## src/rtl/uart_cmd_ctrl.sv

```systemverilog
`timescale 1ns / 1ps
// Command decoder sitting between the UART RX byte stream, the register file, the ALU and the
// TX FIFO. Parses AA/BB/CC/DD frames and returns read/ALU results as TX bytes.
module uart_cmd_ctrl #(
  parameter int unsigned DATA_WIDTH = 8,
  parameter int unsigned ADDR_WIDTH = 4
) (
  input  logic                    CLK,
  input  logic                    RST,
  input  logic [DATA_WIDTH-1:0]   RX_P_DATA,
  input  logic                    RX_D_VLD,
  input  logic [DATA_WIDTH-1:0]   RdData,
  input  logic                    RdData_Valid,
  input  logic [2*DATA_WIDTH-1:0] ALU_OUT,
  input  logic                    OUT_VALID,
  input  logic                    FIFO_FULL,
  output logic                    WrEn,
  output logic                    RdEn,
  output logic [ADDR_WIDTH-1:0]   Address,
  output logic [DATA_WIDTH-1:0]   WrData,
  output logic                    ALU_EN,
  output logic [3:0]              ALU_FUN,
  output logic                    CLK_EN,
  output logic [DATA_WIDTH-1:0]   TX_P_DATA,
  output logic                    TX_D_VLD,
  output logic                    BUSY
);

  localparam logic [DATA_WIDTH-1:0] OpWrite  = DATA_WIDTH'(8'hAA);
  localparam logic [DATA_WIDTH-1:0] OpRead   = DATA_WIDTH'(8'hBB);
  localparam logic [DATA_WIDTH-1:0] OpAluOp  = DATA_WIDTH'(8'hCC);
  localparam logic [DATA_WIDTH-1:0] OpAluNop = DATA_WIDTH'(8'hDD);

  typedef enum logic [3:0] {
    StIdle, StWrAddr, StWrData, StRdAddr, StRdWait, StAluA,
    StAluB, StAluFun, StAluWait, StTxRd, StTxLo, StTxHi
  } state_e;

  state_e                  state_q, state_d;
  logic [ADDR_WIDTH-1:0]   address_q, address_d;
  logic [DATA_WIDTH-1:0]   wr_data_q, wr_data_d;
  logic                    wr_en_q, wr_en_d;
  logic                    rd_en_q, rd_en_d;
  logic                    alu_en_q, alu_en_d;
  logic [3:0]              alu_fun_q, alu_fun_d;
  logic [DATA_WIDTH-1:0]   tx_data_q, tx_data_d;
  logic                    tx_vld_q, tx_vld_d;
  logic [DATA_WIDTH-1:0]   rd_byte_q, rd_byte_d;
  logic [2*DATA_WIDTH-1:0] alu_res_q, alu_res_d;

  always_comb begin
    state_d   = state_q;
    address_d = address_q;
    wr_data_d = wr_data_q;
    wr_en_d   = 1'b0;
    rd_en_d   = 1'b0;
    alu_en_d  = 1'b0;
    alu_fun_d = alu_fun_q;
    tx_data_d = tx_data_q;
    tx_vld_d  = 1'b0;
    rd_byte_d = rd_byte_q;
    alu_res_d = alu_res_q;
    unique case (state_q)
      StIdle: begin
        if (RX_D_VLD) begin
          case (RX_P_DATA)
            OpWrite:  state_d = StWrAddr;
            OpRead:   state_d = StRdAddr;
            OpAluOp:  state_d = StAluA;
            OpAluNop: state_d = StAluFun;
            default:  state_d = StIdle;
          endcase
        end
      end
      StWrAddr: begin
        if (RX_D_VLD) begin
          address_d = RX_P_DATA[ADDR_WIDTH-1:0];
          state_d   = StWrData;
        end
      end
      StWrData: begin
        if (RX_D_VLD) begin
          wr_data_d = RX_P_DATA;
          wr_en_d   = 1'b1;
          state_d   = StIdle;
        end
      end
      StRdAddr: begin
        if (RX_D_VLD) begin
          address_d = RX_P_DATA[ADDR_WIDTH-1:0];
          rd_en_d   = 1'b1;
          state_d   = StRdWait;
        end
      end
      StRdWait: begin
        if (RdData_Valid) begin
          rd_byte_d = RdData;
          state_d   = StTxRd;
        end
      end
      // ALU operands live at fixed register addresses 0 and 1.
      StAluA: begin
        if (RX_D_VLD) begin
          address_d = '0;
          wr_data_d = RX_P_DATA;
          wr_en_d   = 1'b1;
          state_d   = StAluB;
        end
      end
      StAluB: begin
        if (RX_D_VLD) begin
          address_d = ADDR_WIDTH'(1);
          wr_data_d = RX_P_DATA;
          wr_en_d   = 1'b1;
          state_d   = StAluFun;
        end
      end
      StAluFun: begin
        if (RX_D_VLD) begin
          alu_fun_d = RX_P_DATA[3:0];
          alu_en_d  = 1'b1;
          state_d   = StAluWait;
        end
      end
      StAluWait: begin
        if (OUT_VALID) begin
          alu_res_d = ALU_OUT;
          state_d   = StTxLo;
        end
      end
      StTxRd: begin
        if (!FIFO_FULL) begin
          tx_data_d = rd_byte_q;
          tx_vld_d  = 1'b1;
          state_d   = StIdle;
        end
      end
      StTxLo: begin
        if (!FIFO_FULL) begin
          tx_data_d = alu_res_q[DATA_WIDTH-1:0];
          tx_vld_d  = 1'b1;
          state_d   = StTxHi;
        end
      end
      StTxHi: begin
        if (!FIFO_FULL) begin
          tx_data_d = alu_res_q[2*DATA_WIDTH-1:DATA_WIDTH];
          tx_vld_d  = 1'b1;
          state_d   = StIdle;
        end
      end
      default: state_d = StIdle;
    endcase
  end

  always_ff @(posedge CLK or posedge RST) begin
    if (RST) begin
      state_q   <= StIdle;
      address_q <= '0;
      wr_data_q <= '0;
      wr_en_q   <= 1'b0;
      rd_en_q   <= 1'b0;
      alu_en_q  <= 1'b0;
      alu_fun_q <= '0;
      tx_data_q <= '0;
      tx_vld_q  <= 1'b0;
      rd_byte_q <= '0;
      alu_res_q <= '0;
    end else begin
      state_q   <= state_d;
      address_q <= address_d;
      wr_data_q <= wr_data_d;
      wr_en_q   <= wr_en_d;
      rd_en_q   <= rd_en_d;
      alu_en_q  <= alu_en_d;
      alu_fun_q <= alu_fun_d;
      tx_data_q <= tx_data_d;
      tx_vld_q  <= tx_vld_d;
      rd_byte_q <= rd_byte_d;
      alu_res_q <= alu_res_d;
    end
  end

  assign WrEn      = wr_en_q;
  assign RdEn      = rd_en_q;
  assign Address   = address_q;
  assign WrData    = wr_data_q;
  assign ALU_EN    = alu_en_q;
  assign ALU_FUN   = alu_fun_q;
  assign TX_P_DATA = tx_data_q;
  assign TX_D_VLD  = tx_vld_q;
  assign CLK_EN    = (state_q == StAluFun) || (state_q == StAluWait);
  assign BUSY      = (state_q != StIdle);

endmodule

```

## config.mk

```make
export PLATFORM = sky130hd
export DESIGN_NAME = uart_cmd_ctrl
export DESIGN_NICKNAME = d
export VERILOG_FILES = /design/src/rtl/uart_cmd_ctrl.sv
export SDC_FILE = /design/constraint.sdc
export NUM_CORES = 1
export LEC_CHECK = 0
export CORE_MARGIN = 2
export CORE_UTILIZATION = 30
export CTS_CLUSTER_DIAMETER = 80
export DETAILED_ROUTE_END_ITERATION = 10
export SLEW_MARGIN = 20
export SYNTH_ARGS = -nofsm -noshare
export SYNTH_HDL_FRONTEND = slang
export SYNTH_SLANG_ARGS = --single-unit
```

## constraint.sdc

```tcl
create_clock -name CLK -period 2.3 [get_ports CLK]
set_input_delay 0.345 -clock CLK [delete_from_list [all_inputs] [get_ports CLK]]
set_output_delay 0.345 -clock CLK [all_outputs]
set_load 0.05 [all_outputs]
```

==> impl_metrics.ini <==
[status]
outcome = complete, no violations

[clocking]
hold_buffers = 0
clkLatencyLatePin_ps = 310
cts_tree = built
cts.path.max_buffers = 2
cts_made_buffers = 5
root_buffer = clkbuf_8
htree_num_levels = 2
cts_resized = 0
cts_sinks = 56
clkSlewWorstSetupHoldPaths_ps = 100
cts_setup_buffers = 0

[logic_synthesis]
synth_ff_type = dfrtp_1
async_flop_share_pct = 100
syn_nets = 253
synth-edff-count = 0
netlist_top_cells_count = dfrtp_1, mux2_2, nand2_1
synth_cell_types = 45
synth.most_common_cell = dfrtp_1
syn_inst = 215
synth.top_cells.by_area = dfrtp_1, mux2_2, mux2i_1
synth_area_um2 = 2630
ys_ff_latch = 56
synth_top_area_share_pct = 53.3
seq_area_frac_synth_pct = 53.3
synth_area_leader_cell = dfrtp_1
avgSynthCellArea_um2 = 12.2
ys_warn_count = 0

[layout]
drive_gt1_share_pct = 24.6
fin_util_pct = 41.3
seqCellArea_um2 = 1410
diodes = 0
fill_cells = 830
area_growth_pct = 34.8
multi_input_area_um2 = 1120
fin_nets = 318

[floorplan]
io_pins = 68
initial_core_util_pct = 30.6
die_h_um = 97.6
std_cell_rows = 34
core_area_um2 = 8590
dieArea_um2 = 9530
die_x_um = 97.6

[detailed_routing]
finalWirelength_um = 5600
drt_iter0_markers = 72
vias_per_cell = 4.67
wl_per_cell_um = 14.4
ant_nets = 0
firstDrtPassIters = 4
drc = 0
vias = 1816

[setup_path]
crit_fanout = 12
required_ps = 1960
ff2ff_path_depth = 4
reg2reg_slack_ps = 320
rr_endpoint = TX_P_DATA[7]
crit_arrival_ps = 1780
cp-start-kind = flop
endpoint_kind = output port
worstReg2RegStart = state_q[3]
path_class = reg -> out

[placed_design]
dpl.hpwl_um = 4140
globalplace.congestion = 0.822
portBuffers = 67

[sta]
slew_headroom_pct = 65.4
finClkSkew_ps = 9.98
setup_tns_ps = 0
clock.fmax_ghz = 0.471
grt_setup_unrepaired = no
setup_viol = 0
min_period_ps = 2120
slew_viol_final = 0
timing.hold.ws_ps = 391
worst_pin_slew_ps = 517
post-route-period-util_pct = 92.4
hold_viol_final = 0

[global_routing]
antenna_found_initial = 0
grt_start_max_net_pins = 57
grt_usage_pct = 12.0
grt_pass1_vias = 1796
grt_pass1_wl_um = 9220
gr-total-overflow = 0

[pwr]
leakage_uw = 0.00148
vdd_drop_max_uv = 544
powerDensity_nw_per_um2 = 1340

[hold_path]
hold_class = in -> async

[flow_run]
drv_cap = 0
## cells by family (layout without fill, tap and decap cells)
logic type / Yosys count / after routing / synth area share [%]
simple gates: 51 / 51 / 11.8
compound gates: 36 / 36 / 8.23
mux: 51 / 51 / 21.6
buf+inv: 18 / 84 / 4.14
xor+xnor: 3 / 3 / 0.999
flops: 56 / 56 / 53.3
## metrics by stage
| stage | instances | power [uW] | setup WS, ps | cell area, um^2 |
|---|---|---|---|---|
| after detailed placement | 381 | 4040 | 295 | 3400 |
| after CTS | 389 | 4810 | 25.4 | 3540 |
| final | 389 | 4770 | 176 | 3550 |
| after floorplan | 215 | 3370 | 31.5 | 2630 |
| after global routing | 389 | 5060 | 57.7 | 3550 |
| after global placement | 381 | 4010 | 284 | 3400 |
## registers in the layout, indices dropped and copies added (netlist names)
signal / count
alu_res_q: 16
TX_P_DATA: 8
WrData: 8
rd_byte_q: 8
ALU_FUN: 4
Address: 4
state_q: 4
ALU_EN: 1
RdEn: 1
TX_D_VLD: 1
WrEn: 1
## where the power goes
group,leakage (uW),switching (uW),internal [uW]
Sequential,0.000705,294,1390
Clock,0.0000687,327,438
Combinational,0.000710,1320,996
## layout make-up
cell class / instances / area share (%)
Clock buffer: 5 / 1.94
Clock inverter: 3 / 1.94
Inverter: 6 / 0.635
Multi-Input combinational cell: 141 / 31.6
Sequential cell: 56 / 39.6
Tap cell: 108 / 3.81
Timing Repair Buffer: 70 / 20.5
## per-layer routing
metal | routed length [um] | track usage, %
met1 | 2680 | 16.6
met2 | 2640 | 18.6
met3 | 180 | 2.45
met4 | 99 | 4.06
met5 | 0 | 0
## worst max path at each step
stage                     cells past startpoint    endpoint  slack [ps]    startpoint
after detailed placement                      5  state_q[1]         290     OUT_VALID
after floorplan                               3      CLK_EN          30    state_q[3]
final                                         3      CLK_EN         180    state_q[3]
after global placement                        5  state_q[0]         280  RX_P_DATA[2]
after CTS                                     3      CLK_EN          30    state_q[1]
after global routing                          3      CLK_EN          60    state_q[3]
## worst max-delay path, stage by stage, from the launching register on
cell      delay, ps
dfrtp_1         530
nand2b_1        300
o31ai_1         440
buf_12          200
## placed cells by master, fill, tap and decap left out, drive strengths merged, types with 2 or more instances in the layout
master	instances
clkdlybuf4s50	65
dfrtp	56
mux2	42
o21ai	23
nand2	20
mux2i	9
inv	7
nand3	6
clkbuf	5
buf	5
nor2b	4
nor2	4
a21oi	3
nor3b	3
nor4bb	2
a31oi	2
xnor2	2
bufinv	2
and2b	2
o211ai	2
(Power assumes the default switching activity.)
==> edit 1: new RTL, same settings <==
Encoding of `state_e`: now one-hot (12 bits for 12 states).
--- a/src/rtl/uart_cmd_ctrl.sv
+++ b/src/rtl/uart_cmd_ctrl.sv
@@ -31,9 +31,9 @@
   localparam logic [DATA_WIDTH-1:0] OpAluOp  = DATA_WIDTH'(8'hCC);
   localparam logic [DATA_WIDTH-1:0] OpAluNop = DATA_WIDTH'(8'hDD);
 
-  typedef enum logic [3:0] {
-    StIdle, StWrAddr, StWrData, StRdAddr, StRdWait, StAluA,
-    StAluB, StAluFun, StAluWait, StTxRd, StTxLo, StTxHi
+  typedef enum logic [11:0] {
+    StIdle = 12'b000000000001, StWrAddr = 12'b000000000010, StWrData = 12'b000000000100, StRdAddr = 12'b000000001000, StRdWait = 12'b000000010000, StAluA = 12'b000000100000,
+    StAluB = 12'b000001000000, StAluFun = 12'b000010000000, StAluWait = 12'b000100000000, StTxRd = 12'b001000000000, StTxLo = 12'b010000000000, StTxHi = 12'b100000000000
   } state_e;
 
   state_e                  state_q, state_d;
Function: same outputs for any inputs over 4 cycles, from zero or initial values and one cycle with RST high; so few cycles prove little.
==> edit 1 against the unedited design <==
  * Setup slack worse by 0.17 ns
  * Area after synthesis up 17%
  * Routed wire length is 38% higher
  * Non-clock buffer count increased by 39
  * First-iteration DRC count up 79%
  * Worst hold slack got worse by 0.058 ns
  * Critical path depth grew 2
  * Cell area increased by 25%
  * Die area up 17%
  * Sequential cell count is 8 higher
  * Critical endpoint is now WrData[6]
  * Largest cell class unchanged
Power is not compared: it rests on default switching activity, and its combinational part moved more than twofold at a synthesized area within 25%.
==> edit 1: results <==
group,metric,value,unit
run_status,outcome,"finished, final reports clean",
yosys,synth_area_leaders,"dfrtp_1, mux2_2, mux2_4",
worst_setup_path,rr_worst_depth,5,
grt,grt_max_degree,34,
grt,track_usage,0.139,
clock_tree,cts.htree.levels,3,
placement,dp.cells,484,
worst_setup_path,worstPathArrival,2.53,ns
routing,post_drt_wl_per_cell,15.2,µm
yosys,synth_common_cells,"dfrtp_1, mux2_2, nand2_1",
yosys,syn_nets,297,
placement,dpl_cell_area,0.00414,mm²
routing,drt-met1-wl,3730,µm
layout,clkbuf_count,9,
layout,fin_util,0.437,
yosys,synth_compound_area_frac,0.0973,
clock_tree,clkSlewWorstSetupHoldPaths,0.08,ns
grt,met3_usage,0.0241,
routing,wl_met3,242,µm
timing,fin_worst_skew,0.0106,ns
grt,use_met2,0.212,
layout,num-fill-cells,933,
routing,dr_wl_met2,3600,µm
worst_setup_path,rr_endpoint,"WrData[6]",
layout,buffers,109,
placement,dpl.hpwl,5660,µm
yosys,seq_area_frac_synth,0.519,
timing,timing.hold.ws,0.333,ns
yosys,syn_inst,259,
## edit 1: changes by cell type after synthesis, sizes merged, moves of 4 or more
cell | unedited run | this run
nor3 | 1 | 5
xor2 | 1 | 5
and4 | 1 | 5
mux2i | 9 | 2
o21ai | 23 | 8
buf | 11 | 7
nor4 | 1 | 10
clkbuf | 1 | 6
nor2 | 4 | 16
a31oi | 2 | 8
a22oi | 0 | 8
dfrtp | 56 | 63
## edit 1: worst max-delay path: stages (launching register included)
cell and delay, ns:
dfrtp_1 0.40, or4_4 0.54, or3_4 0.43, nor4b_4 0.30
o21ai_4 0.18, mux2_4 0.33
## edit 1: worst max path at each step
| stage | end | slack, ns | depth (start not counted) |
|---|---|---|---|
| floorplan | state_q[7] | 0.009 | 6 |
| global placement | state_q[11] | -0.02 | 6 |
| detailed placement | state_q[2] | -0.09 | 6 |
| CTS | state_q[2] | -0.0004 | 6 |
| global route | WrData[0] | -0.04 | 5 |
| finish | WrData[6] | 0.002 | 5 |
==> edit 2: new RTL, same flow settings <==
Without the edit above. `DATA_WIDTH`: 8 -> 6.
--- a/src/rtl/uart_cmd_ctrl.sv
+++ b/src/rtl/uart_cmd_ctrl.sv
@@ -2,7 +2,7 @@
 // Command decoder sitting between the UART RX byte stream, the register file, the ALU and the
 // TX FIFO. Parses AA/BB/CC/DD frames and returns read/ALU results as TX bytes.
 module uart_cmd_ctrl #(
-  parameter int unsigned DATA_WIDTH = 8,
+  parameter int unsigned DATA_WIDTH = 6,
   parameter int unsigned ADDR_WIDTH = 4
 ) (
   input  logic                    CLK,
Interface: changed (5 resized); port bits go from 68 to 56. The function was not compared with the original's and may differ.
==> edit 2 against the unedited design <==
  * Combinational power shrank 18%
  * Routed wire length shrank 18%
  * Clock power shrank 32%
  * Area after synthesis shrank 19%
  * Cell area shrank 18%
  * Non-clock buffer count shrank 12
  * Power shrank 21%
  * Sequential cell count shrank 10
  * Setup slack gained 0.082 ns
  * Critical path type unchanged
  * Largest cell class unchanged
==> edit 2: results <==
group,metric,value,unit
yosys,ys_types,38,
worst_setup_path,rrSetupSlack,0.50,ns
worst_setup_path,timing.rr.start,"state_q[1]",
pwr,ir_drop,0.454,mV
yosys,async_flop_share,1.00,
placement,dpl.hpwl,3430,µm
placement,place_ws,0.300,ns
placement,numPortBuffers,55,
worst_hold_path,hp-class,"reg2reg",
pwr,p_int,2160,µW
yosys,synth_common_cells,"dfrtp_1, mux2_2, nand2_1",
pwr,power.leakage,0.00127,µW
placement,gp_congestion,0.832,
grt,grt_max_degree,47,
routing,first_pass_iters,4,
routing,vias_per_cell,4.61,
layout,drive_gt1_frac,0.219,
grt,track_usage,0.129,
worst_setup_path,rr_endpoint,"state_q[2]",
worst_setup_path,worstPathArrival,1.70,ns
routing,post_drt_wl_per_cell,14.0,µm
yosys,synth_area_leaders,"dfrtp_1, mux2_2, mux2i_1",
worst_hold_path,min_to,"TX_P_DATA[0]",
worst_setup_path,rr_worst_depth,4,
routing,drtIter0Drc,158,
clock_tree,clkSlewWorstSetupHoldPaths,0.09,ns
yosys,seq_area_frac_synth,0.538,
grt,grt_pass1_wl,7610,µm
run_status,outcome,"finished, final reports clean",
timing,slew_headroom,0.615,
clock_tree,cts_resized,0,
worst_setup_path,path_max_fanout,11,
timing,fin_worst_skew,0.00274,ns
layout,largest_reg_flops,12,
yosys,ys.warnings.count,0,
worst_setup_path,cp_slowest_cell,"dfrtp_1",
yosys,syn_nets,205,
worst_setup_path,max_stage_delay,0.55,ns
worst_setup_path,worstSetupStartpoint,"state_q[0]",
worst_setup_path,crit_family,"flip-flops",
layout,top_register,"alu_res_q",
clock_tree,cts-root-buf,"clkbuf_8",
grt,grt_pass1_vias,1479,
layout,nNetsFinal,262,
worst_hold_path,holdPathStages,1,
-- edit 2: stage by stage --
| step | instances | util | hold slack, ns | cell area [µm²] | total power, µW |
|---|---|---|---|---|---|
| after global routing | 329 | 0.425 | 0.508 | 2900 | 3990 |
| after detailed placement | 321 | 0.411 | 0.469 | 2810 | 3280 |
| final | 329 | 0.425 | 0.484 | 2900 | 3760 |
| after global placement | 321 | 0.411 | 0.465 | 2810 | 3250 |
| after CTS | 329 | 0.425 | 0.490 | 2900 | 3800 |
| after floorplan | 175 | - | 0.465 | 2140 | 2660 |
-- edit 2: worst reg2reg max path: stages, from the launching register on --
cell and delay (ns):
dfrtp_1 0.56, o21ba_2 0.29, or3_1 0.35, o31a_1 0.16
a221o_1 0.33
-- edit 2: cell families after synthesis --
logic type / count (synthesis) / synth area share
AND/OR/NAND/NOR: 41 / 0.105
XOR/XNOR: 3 / 0.0123
AO/OA/AOI/OAI: 32 / 0.111
flip-flops: 46 / 0.538
buffers and inverters: 14 / 0.0327
multiplexers: 39 / 0.202
-- edit 2: area by class of cell --
type / count / area, µm²
timing repair buffer: 58 / 593
inverter: 6 / 22.5
tap: 96 / 120
clock inverter: 2 / 12.5
fill: 676 / 3930
sequential: 46 / 1150
clock buffer: 6 / 82.6
multi-input combinational: 115 / 920
-- edit 2: power groups by stage --
| stage | Sequential (µW) | Clock, µW | Combinational [µW] |
|---|---|---|---|
| after CTS | 1340 | 540 | 1920 |
| final | 1340 | 517 | 1900 |
| after detailed placement | 1360 | 0 | 1920 |
| after global routing | 1390 | 568 | 2030 |
| after global placement | 1350 | 0 | 1900 |
| after floorplan | 1800 | 0 | 867 |
-- edit 2: per-layer routing --
layer / vias up / global-route usage / wire (µm)
met4: 0 / 0.0579 / 98
li1: 738 / - / -
met2: 32 / 0.187 / 2100
met5: - / 0 / 0
met3: 9 / 0.0243 / 137
met1: 739 / 0.186 / 2260
-- edit 2: worst max-delay path by stage --
stage                    endpoint  slack, ns  cells after the start
detailed placement   alu_res_q[3]       0.30                      4
global placement    alu_res_q[11]       0.33                      4
floorplan                  CLK_EN       0.17                      3
CTS                          BUSY       0.24                      4
global route                 BUSY       0.17                      4
finish                       BUSY       0.26                      4
